File: src/rtl/async_fifo_rd_framer_if.sv
// -----------------------------------------------------------------------------
// async_fifo_rd_framer_if
//
// Bundles the two sides of the read-side framer:
//   FIFO side   : rempty (FIFO empty), rdata (read data), ren (read enable)
//   Stream side : m_valid, m_ready, m_data, m_last
//
// Handshake semantics (stream side): a word transfers on a rising clock edge
// where m_valid and m_ready are both high. Once m_valid is high it stays high,
// and m_data/m_last stay stable, until that transfer happens. m_valid never
// depends on m_ready. On the FIFO side a read is issued on every edge where
// ren is high. The matching rdata is valid for the whole following cycle.
//
// Modports:
//   master : the framer's view (drives ren and the m_* outputs)
//   slave  : the environment's view (drives rempty, rdata, m_ready)
// -----------------------------------------------------------------------------
interface async_fifo_rd_framer_if #(
  parameter int FIFO_WIDTH = 32
);
  logic                  rempty;
  logic [FIFO_WIDTH-1:0] rdata;
  logic                  ren;
  logic                  m_valid;
  logic                  m_ready;
  logic [FIFO_WIDTH-1:0] m_data;
  logic                  m_last;

  modport master (
    input  rempty,
    input  rdata,
    input  m_ready,
    output ren,
    output m_valid,
    output m_data,
    output m_last
  );

  modport slave (
    output rempty,
    output rdata,
    output m_ready,
    input  ren,
    input  m_valid,
    input  m_data,
    input  m_last
  );
endinterface

File: src/rtl/async_fifo_rd_framer.sv
// -----------------------------------------------------------------------------
// async_fifo_rd_framer
//
// Read-side consumer for the asynchronous FIFO, living in the read clock
// domain. It issues FIFO reads, captures rdata one cycle later into a 3-entry
// circular skid buffer, and presents the buffered words as a valid/ready
// stream. m_last marks every PKT_LEN-th word. The read enable depends only on
// registers, enable and rempty, so there is no path from m_ready to ren.
//
// Ports:
//   rclk    : read-domain clock, rising edge
//   rst_n   : asynchronous active-low reset, released synchronously
//   enable  : when low no new reads are issued; buffered words still drain
//   bus     : FIFO side (rempty, rdata, ren) + stream side (m_valid, m_ready,
//             m_data, m_last)
//   pkt_cnt : completed packet count, wraps at 16 bits
// -----------------------------------------------------------------------------
module async_fifo_rd_framer #(
  parameter int FIFO_WIDTH = 32,
  parameter int PKT_LEN    = 16,
  parameter int BEAT_W     = 16
) (
  input  logic                           rclk,
  input  logic                           rst_n,
  input  logic                           enable,
  async_fifo_rd_framer_if.master         bus,
  output logic [15:0]                    pkt_cnt
);

  localparam logic [BEAT_W-1:0] LAST_BEAT = BEAT_W'(PKT_LEN - 1);

  logic [FIFO_WIDTH-1:0] mem [3];
  logic [1:0]            head;
  logic [1:0]            tail;
  logic [1:0]            occ;
  logic                  pend;
  logic                  run;
  logic                  pop;
  logic [2:0]            fill;
  logic [BEAT_W-1:0]     beat;
  logic [FIFO_WIDTH-1:0] head_data;

  // Advance a pointer around the 3-entry ring.
  function automatic logic [1:0] next_ptr(input logic [1:0] p);
    return (p == 2'd2) ? 2'd0 : p + 2'd1;
  endfunction

  // Words already buffered plus the one still in flight from the FIFO. A new
  // read is only allowed when it is guaranteed a slot, even if nothing pops.
  assign fill = {1'b0, occ} + {2'b00, pend};

  // run holds reads off until the first edge after reset release, so ren is
  // low throughout reset and comes up synchronously.
  assign bus.ren = run & enable & ~bus.rempty & (fill < 3'd3);

  assign bus.m_valid = (occ != 2'd0);
  assign pop         = bus.m_valid & bus.m_ready;
  assign bus.m_last  = bus.m_valid & (beat == LAST_BEAT);

  always_comb begin
    head_data = mem[0];
    case (head)
      2'd1:    head_data = mem[1];
      2'd2:    head_data = mem[2];
      default: head_data = mem[0];
    endcase
  end

  assign bus.m_data = head_data;

  always_ff @(posedge rclk or negedge rst_n) begin
    if (!rst_n) begin
      run     <= 1'b0;
      pend    <= 1'b0;
      head    <= 2'd0;
      tail    <= 2'd0;
      occ     <= 2'd0;
      beat    <= '0;
      pkt_cnt <= 16'd0;
      for (int i = 0; i < 3; i++) begin
        mem[i] <= '0;
      end
    end else begin
      run  <= 1'b1;
      pend <= bus.ren;

      // Capture the word requested on the previous edge.
      if (pend) begin
        for (int i = 0; i < 3; i++) begin
          if (tail == 2'(i)) begin
            mem[i] <= bus.rdata;
          end
        end
        tail <= next_ptr(tail);
      end

      occ <= occ + {1'b0, pend} - {1'b0, pop};

      if (pop) begin
        head <= next_ptr(head);
        if (beat == LAST_BEAT) begin
          beat    <= '0;
          pkt_cnt <= pkt_cnt + 16'd1;
        end else begin
          beat <= beat + BEAT_W'(1);
        end
      end
    end
  end

endmodule
File: src/flat_wrapper.sv
// flat-port wrapper written by rule: the top's interface ports become plain ports
module async_fifo_rd_framer_flat 
#(
  parameter int FIFO_WIDTH = 32,
  parameter int PKT_LEN    = 16,
  parameter int BEAT_W     = 16
)
  (rclk, rst_n, enable, pkt_cnt, bus_rempty, bus_rdata, bus_m_ready, bus_ren, bus_m_valid, bus_m_data, bus_m_last);
  async_fifo_rd_framer_if #(.FIFO_WIDTH(FIFO_WIDTH)) bus_i ();
  input  logic rclk;
  input  logic rst_n;
  input  logic enable;
  output logic [15:0] pkt_cnt;
  input wire logic [$bits(bus_i.rempty)-1:0] bus_rempty;
  input wire logic [$bits(bus_i.rdata)-1:0] bus_rdata;
  input wire logic [$bits(bus_i.m_ready)-1:0] bus_m_ready;
  output wire logic [$bits(bus_i.ren)-1:0] bus_ren;
  output wire logic [$bits(bus_i.m_valid)-1:0] bus_m_valid;
  output wire logic [$bits(bus_i.m_data)-1:0] bus_m_data;
  output wire logic [$bits(bus_i.m_last)-1:0] bus_m_last;
  assign bus_i.rempty = bus_rempty;
  assign bus_i.rdata = bus_rdata;
  assign bus_i.m_ready = bus_m_ready;
  assign bus_ren = bus_i.ren;
  assign bus_m_valid = bus_i.m_valid;
  assign bus_m_data = bus_i.m_data;
  assign bus_m_last = bus_i.m_last;
  async_fifo_rd_framer #(.FIFO_WIDTH(FIFO_WIDTH), .PKT_LEN(PKT_LEN), .BEAT_W(BEAT_W)) u_core (.rclk(rclk), .rst_n(rst_n), .enable(enable), .bus(bus_i), .pkt_cnt(pkt_cnt));
endmodule
File: config.mk
export PLATFORM = sky130hd
export DESIGN_NAME = async_fifo_rd_framer_flat
export DESIGN_NICKNAME = d
export VERILOG_FILES = /design/src/rtl/async_fifo_rd_framer_if.sv /design/src/rtl/async_fifo_rd_framer.sv /design/src/flat_wrapper.sv
export SDC_FILE = /design/constraint.sdc
export NUM_CORES = 1
export LEC_CHECK = 0
export CORE_ASPECT_RATIO = 2
export CORE_MARGIN = 1
export CORE_UTILIZATION = 55
export CTS_BUF_LIST = sky130_fd_sc_hd__clkbuf_2
export CTS_CLUSTER_DIAMETER = 80
export CTS_CLUSTER_SIZE = 16
export DETAILED_ROUTE_END_ITERATION = 10
export HOLD_SLACK_MARGIN = 0.05
export PLACE_DENSITY = 0.83
export SLEW_MARGIN = 10
export SYNTH_ARGS = -nofsm -noshare
export SYNTH_HDL_FRONTEND = slang
export SYNTH_SLANG_ARGS = --single-unit
File: constraint.sdc
create_clock -name rclk -period 2.5 [get_ports rclk]
set_input_delay 0.25 -clock rclk [delete_from_list [all_inputs] [get_ports rclk]]
set_output_delay 0.25 -clock rclk [all_outputs]
set_load 0.005 [all_outputs]
After elaboration in Yosys (flattened, before gate mapping):

Index checks and enable logic that the tools add are counted.

* register bits: 136
* output and inout port bits: 51

* reductions and logical operators: 6
* equal/unequal tests: 5
* bitwise operators: 6
* $lt $le $gt $ge: 1
* multiplexer cells: 4
* add/sub/neg operators: 7

Operators by type and width (count)
* 32-bit case mux with 2 select lines: 1
* 16-bit by 1-bit adder with 16-bit output (second input constant): 2
* 16-bit by 4-bit equality test with 1-bit output (second input constant): 1
* 16-bit two-way mux: 1
* 2-bit AND reduction: 4
* 1-bit bitwise AND: 5
* 2-bit by 1-bit adder with 2-bit output (second input constant): 2
* 2-bit by 1-bit equality test with 1-bit output (second input constant): 2
* 2-bit equality test (second input constant): 2
* 2-bit two-way mux: 2
* 2-bit by 1-bit adder with 3-bit output: 1
* 3-bit by 2-bit < comparator with 1-bit output (second input constant): 1
* 2-bit by 1-bit adder with 2-bit output: 1
* 2-bit logical NOT: 1
* 2-bit nonzero test: 1
* 2-bit by 1-bit subtractor with 2-bit output: 1
* 1-bit inverter: 1

Longest topological paths before layout:

* depth in word-level cells: 3
* gate-level depth with buffers: 7
* mapped depth without buffers: 7

Least setup slack after synthesis:

No wires, ideal clock.

* path kind: reg-to-reg
* start point: reg u_core.beat[0]
* end point: reg u_core.pkt_cnt[15]
* arrival: 1697 ps
* period minus slack after synthesis: 1777 ps
* required time: 2421 ps
* cell stages (with the launch flop): 7
* setup slack: 723 ps
* setup time: 79 ps
* cell sequence: dfrtp_1 > ha_1 > nand3_1 > or4_1 > buf_6 > nor4_4 > xor2_1

* word-level cells in the longest chain between the ends: 2

RTL lines
* start: declaration: line async_fifo_rd_framer.sv:40 `logic [BEAT_W-1:0] beat;`
* start signal: assignment: line async_fifo_rd_framer.sv:105 `beat <= beat + BEAT_W'(1);`
* 16-bit by 4-bit equality test with 1-bit output: line async_fifo_rd_framer.sv:101 `if (beat == LAST_BEAT) begin`
* 2-bit AND reduction (no source line)
* end signal: assignment: line async_fifo_rd_framer.sv:103 `pkt_cnt <= pkt_cnt + 16'd1;`
* end: declaration: line async_fifo_rd_framer.sv:27 `output logic [15:0] pkt_cnt`

Every way passes these cells.
A chain may end at the register's enable or synchronous reset.

Worst setup path in the final report:

* start point: reg u_core.head[0]
* end point: out bus_m_data[30]

* word-level cells in the longest chain between the ends: 2
* elaborated cells on any way between the ends: 3
* those cells by class: eq/ne: 2; mux: 1

RTL lines
* start: declaration: line async_fifo_rd_framer.sv:33 `logic [1:0] head;`
* start signal: assignment: line async_fifo_rd_framer.sv:100 `head <= next_ptr(head);`
* 2-bit equality test or 2-bit by 1-bit equality test with 1-bit output (tied branches): line async_fifo_rd_framer.sv:62 `case (head)`
* 32-bit case mux with 2 select lines (*): line async_fifo_rd_framer.sv:62
* end: declaration: line flat_wrapper.sv:19 `output wire logic [$bits(bus_i.m_data)-1:0] bus_m_data;`

Mark *: on every way between the ends. The rest lies on a longest branch, timed or not.

==> metrics <==
status completed; HP Start bus_rempty; hold path cells 2; leakage 0.00344 µW; met3 WL between 500 and 600 µm; hold_ws approximately 0.13 ns; via count 4440; reg2reg setup slack 0.41 ns; main flop type after synthesis dfrtp_1; grt ovf 0; fraction of layout instances using a drive strength above 1 0.406; clock share of power 0.139; worst r2r src u_core.beat[0]$_DFFE_PN0P_; skew final 0.0271 ns; slew margin rel. 0.469; VDD IR max 0.837 mV; Starting Density 0.571; CTS tree built; r2r worst-path depth 5; sequential-to-total area share from yosys stat 0.561; CP delay by family, top buffers and inverters; Worst path slowest cell dfrtp_1; WP data arrival around 2.2 ns; Yosys reg bits 136; die area 11500 µm²; Int Power 5950 µW; cell chain of the critical path inv_2 -> ha_4 -> buf_8 -> buf_12 -> buf_4 -> nor2_2 -> a21oi_2 -> clkbuf_2; top routing layer used met4; largest net degree at the start of global routing 63; Post-synth ARST share 1.00; Area Growth Syn to Fin 28.8%; die height about 150 µm; number of synthesis warnings 0; syn_nets ~540; maxcap violations 0; drt wl/cell about 20 µm; Setup-failing EPs final 0; Worst setup EP type primary output; Clock Latency Late Sink 0.70 ns; Reg-to-Reg End u_core.pkt_cnt[15]$_DFFE_PN0P_; CP startpoint kind register; H-tree levels 4; type of the worst setup path reg -> out; DPL Wire Length 8520 µm; Pre-antenna DRT Iters 4; vias in the first global route 4684; Pwr Density 1210 nW/µm²; total I/O pin count 88; gpl congestion 0.805; Worst Hold End u_core.pend$_DFF_PN0_; synth cell count leaders dfrtp_1 (136), mux2_2 (94), nor2_1 (37); initial antenna violation count 1; worst-case clock buffer depth 2; RSZ-0062 raised after global routing yes; worst min path class in -> reg; CTS buffer count 17; Max stage delay on crit path 0.45 ns; IO Port Bufs 87; Slew @ Worst Pin 0.797 ns; CP bufs+invs 5; fmax about 400 MHz; Routed Antenna Nets 0; CTS root buffer clkbuf_2; All-Layer GR Usage 0.263; Residual DRC 0; fin crit share 0.982; Comb pwr share 0.475; Via-to-Cell Ratio 5.82; placed cell count about 700; Max Slew Vio Count 0; num rows 53; met2 WL post-DR 8570 µm; core area ~11000 µm²; clock slew at reported path FFs approximately 0.19 ns; met1 wire length 5650 µm; first-pass GRT wire length approximately 23000 µm; Cells after Synth 490; Unique masters post-synth 34; fin cells about 760; Reg power frac 0.386; Switching Share 0.373; Psw 3530 µW; syn avg cell area 12.4 µm²; top post-synthesis cells by area dfrtp_1 (56%), mux2_2 (17%), a22oi_1 (4.0%); mapped cell area 6060 µm²; top-count cell post-synth dfrtp_1; die width approximately 76 µm; final WL 15200 µm; CP Max Fanout 10; Critical Path RT around 2.3 ns; Hold Fails Final Rpt 0; DR iter-0 viols 266; clock sinks 136; top cell type by total area after synthesis dfrtp_1; EDFF count, synth 0; Power Total 9480 µW; Synth top area share 0.561; Period minus WS final ~2.5 ns; nets@finish 659
-- cells by family after synthesis --
family | share of synthesized area
other | 0.000618
multiplexers | 0.180
adder cells (fa/ha/maj) | 0.0206
AO/OA/AOI/OAI | 0.0759
AND/OR/NAND/NOR | 0.0949
flip-flops | 0.561
XOR/XNOR | 0.0419
buffers and inverters | 0.0246
-- power by group through the flow --
stage | sequential, µW | clock (µW) | combinational (µW)
2_1_floorplan | 3470 | 0 | 2080
3_3_place_gp | 3540 | 0 | 3860
3_5_place_dp | 3620 | 0 | 3980
4_1_cts | 3580 | 1330 | 4160
5_1_grt | 3740 | 1440 | 4820
6_report | 3660 | 1310 | 4510
-- how the worst max path moves through the flow --
stage | start | endpoint | slack (ns) | depth (start not counted)
2_1_floorplan | u_core.beat[0]$_DFFE_PN0P_ | u_core.pkt_cnt[15]$_DFFE_PN0P_ | 0.72 | 6
3_3_place_gp | u_core.pend$_DFF_PN0_ | bus_ren | 0.22 | 4
3_5_place_dp | u_core.pend$_DFF_PN0_ | bus_ren | 0.16 | 4
4_1_cts | u_core.head[0]$_DFFE_PN0P_ | bus_m_data[6] | -0.20 | 6
5_1_grt | u_core.head[0]$_DFFE_PN0P_ | bus_m_data[30] | -0.09 | 8
6_report | u_core.head[0]$_DFFE_PN0P_ | bus_m_data[30] | 0.04 | 8
-- cell type report --
class	instances	area, µm²
diodes	1	2.50
inverters	10	37.5
clock inverters	15	151
fillers	709	2800
multi-input cells	318	2740
flip-flops and latches	136	3410
repair buffers	129	1210
well taps	137	171
clock buffers	17	85.1
-- metal layers --
layer	vias to the layer above	global-route usage
met5	-	0
met4	0	0.0904
met3	37	0.0533
met2	144	0.490
met1	2251	0.297
li1	2008	-
-- repair_timing --
action,in CTS,in global routing
gates resized for setup,67,93
cloned,3,4
pin swaps,7,16
endpoints found under the setup margin,34,34
hold endpoints to repair,59,0
hold buffers,1,0
setup buffers,10,11
-- registers in the layout (all words and copies together) (netlist names) --
name	count
u_core.mem	96
u_core.pend	1
u_core.head	2
u_core.run	1
u_core.beat	16
u_core.tail	2
u_core.occ	2
u_core.pkt_cnt	16
-- stage by stage --
| stage | TNS [ns] | area (µm²) | worst slack (ns) | utilization |
|---|---|---|---|---|
| 3_3_place_gp | 0 | 7170 | 0.218 | 0.676 |
| 6_report | 0 | 7810 | 0.0440 | 0.736 |
| 2_1_floorplan | 0 | 6060 | 0.723 | - |
| 5_1_grt | -0.592 | 7810 | -0.0865 | 0.736 |
| 4_1_cts | -0.838 | 7700 | -0.198 | 0.726 |
| 3_5_place_dp | 0 | 7170 | 0.157 | 0.676 |
-- layout by cell type, fill, tap and decap left out, drive strengths merged, types with 2 or more instances in the layout --
cell             n
clkinv           6
nor3             7
ha              10
buf             42
and3             5
and4             2
clkdlybuf4s50   52
clkinvlp         4
dfrtp          136
nand4            7
bufinv           2
clkbuf          50
nand2           18
xor2            18
nor2            37
nand3           14
a21oi           34
a22oi           32
inv             13
mux2            97
xnor2           11
o21ai            6
nor4            13
(Power assumes the default switching activity.)
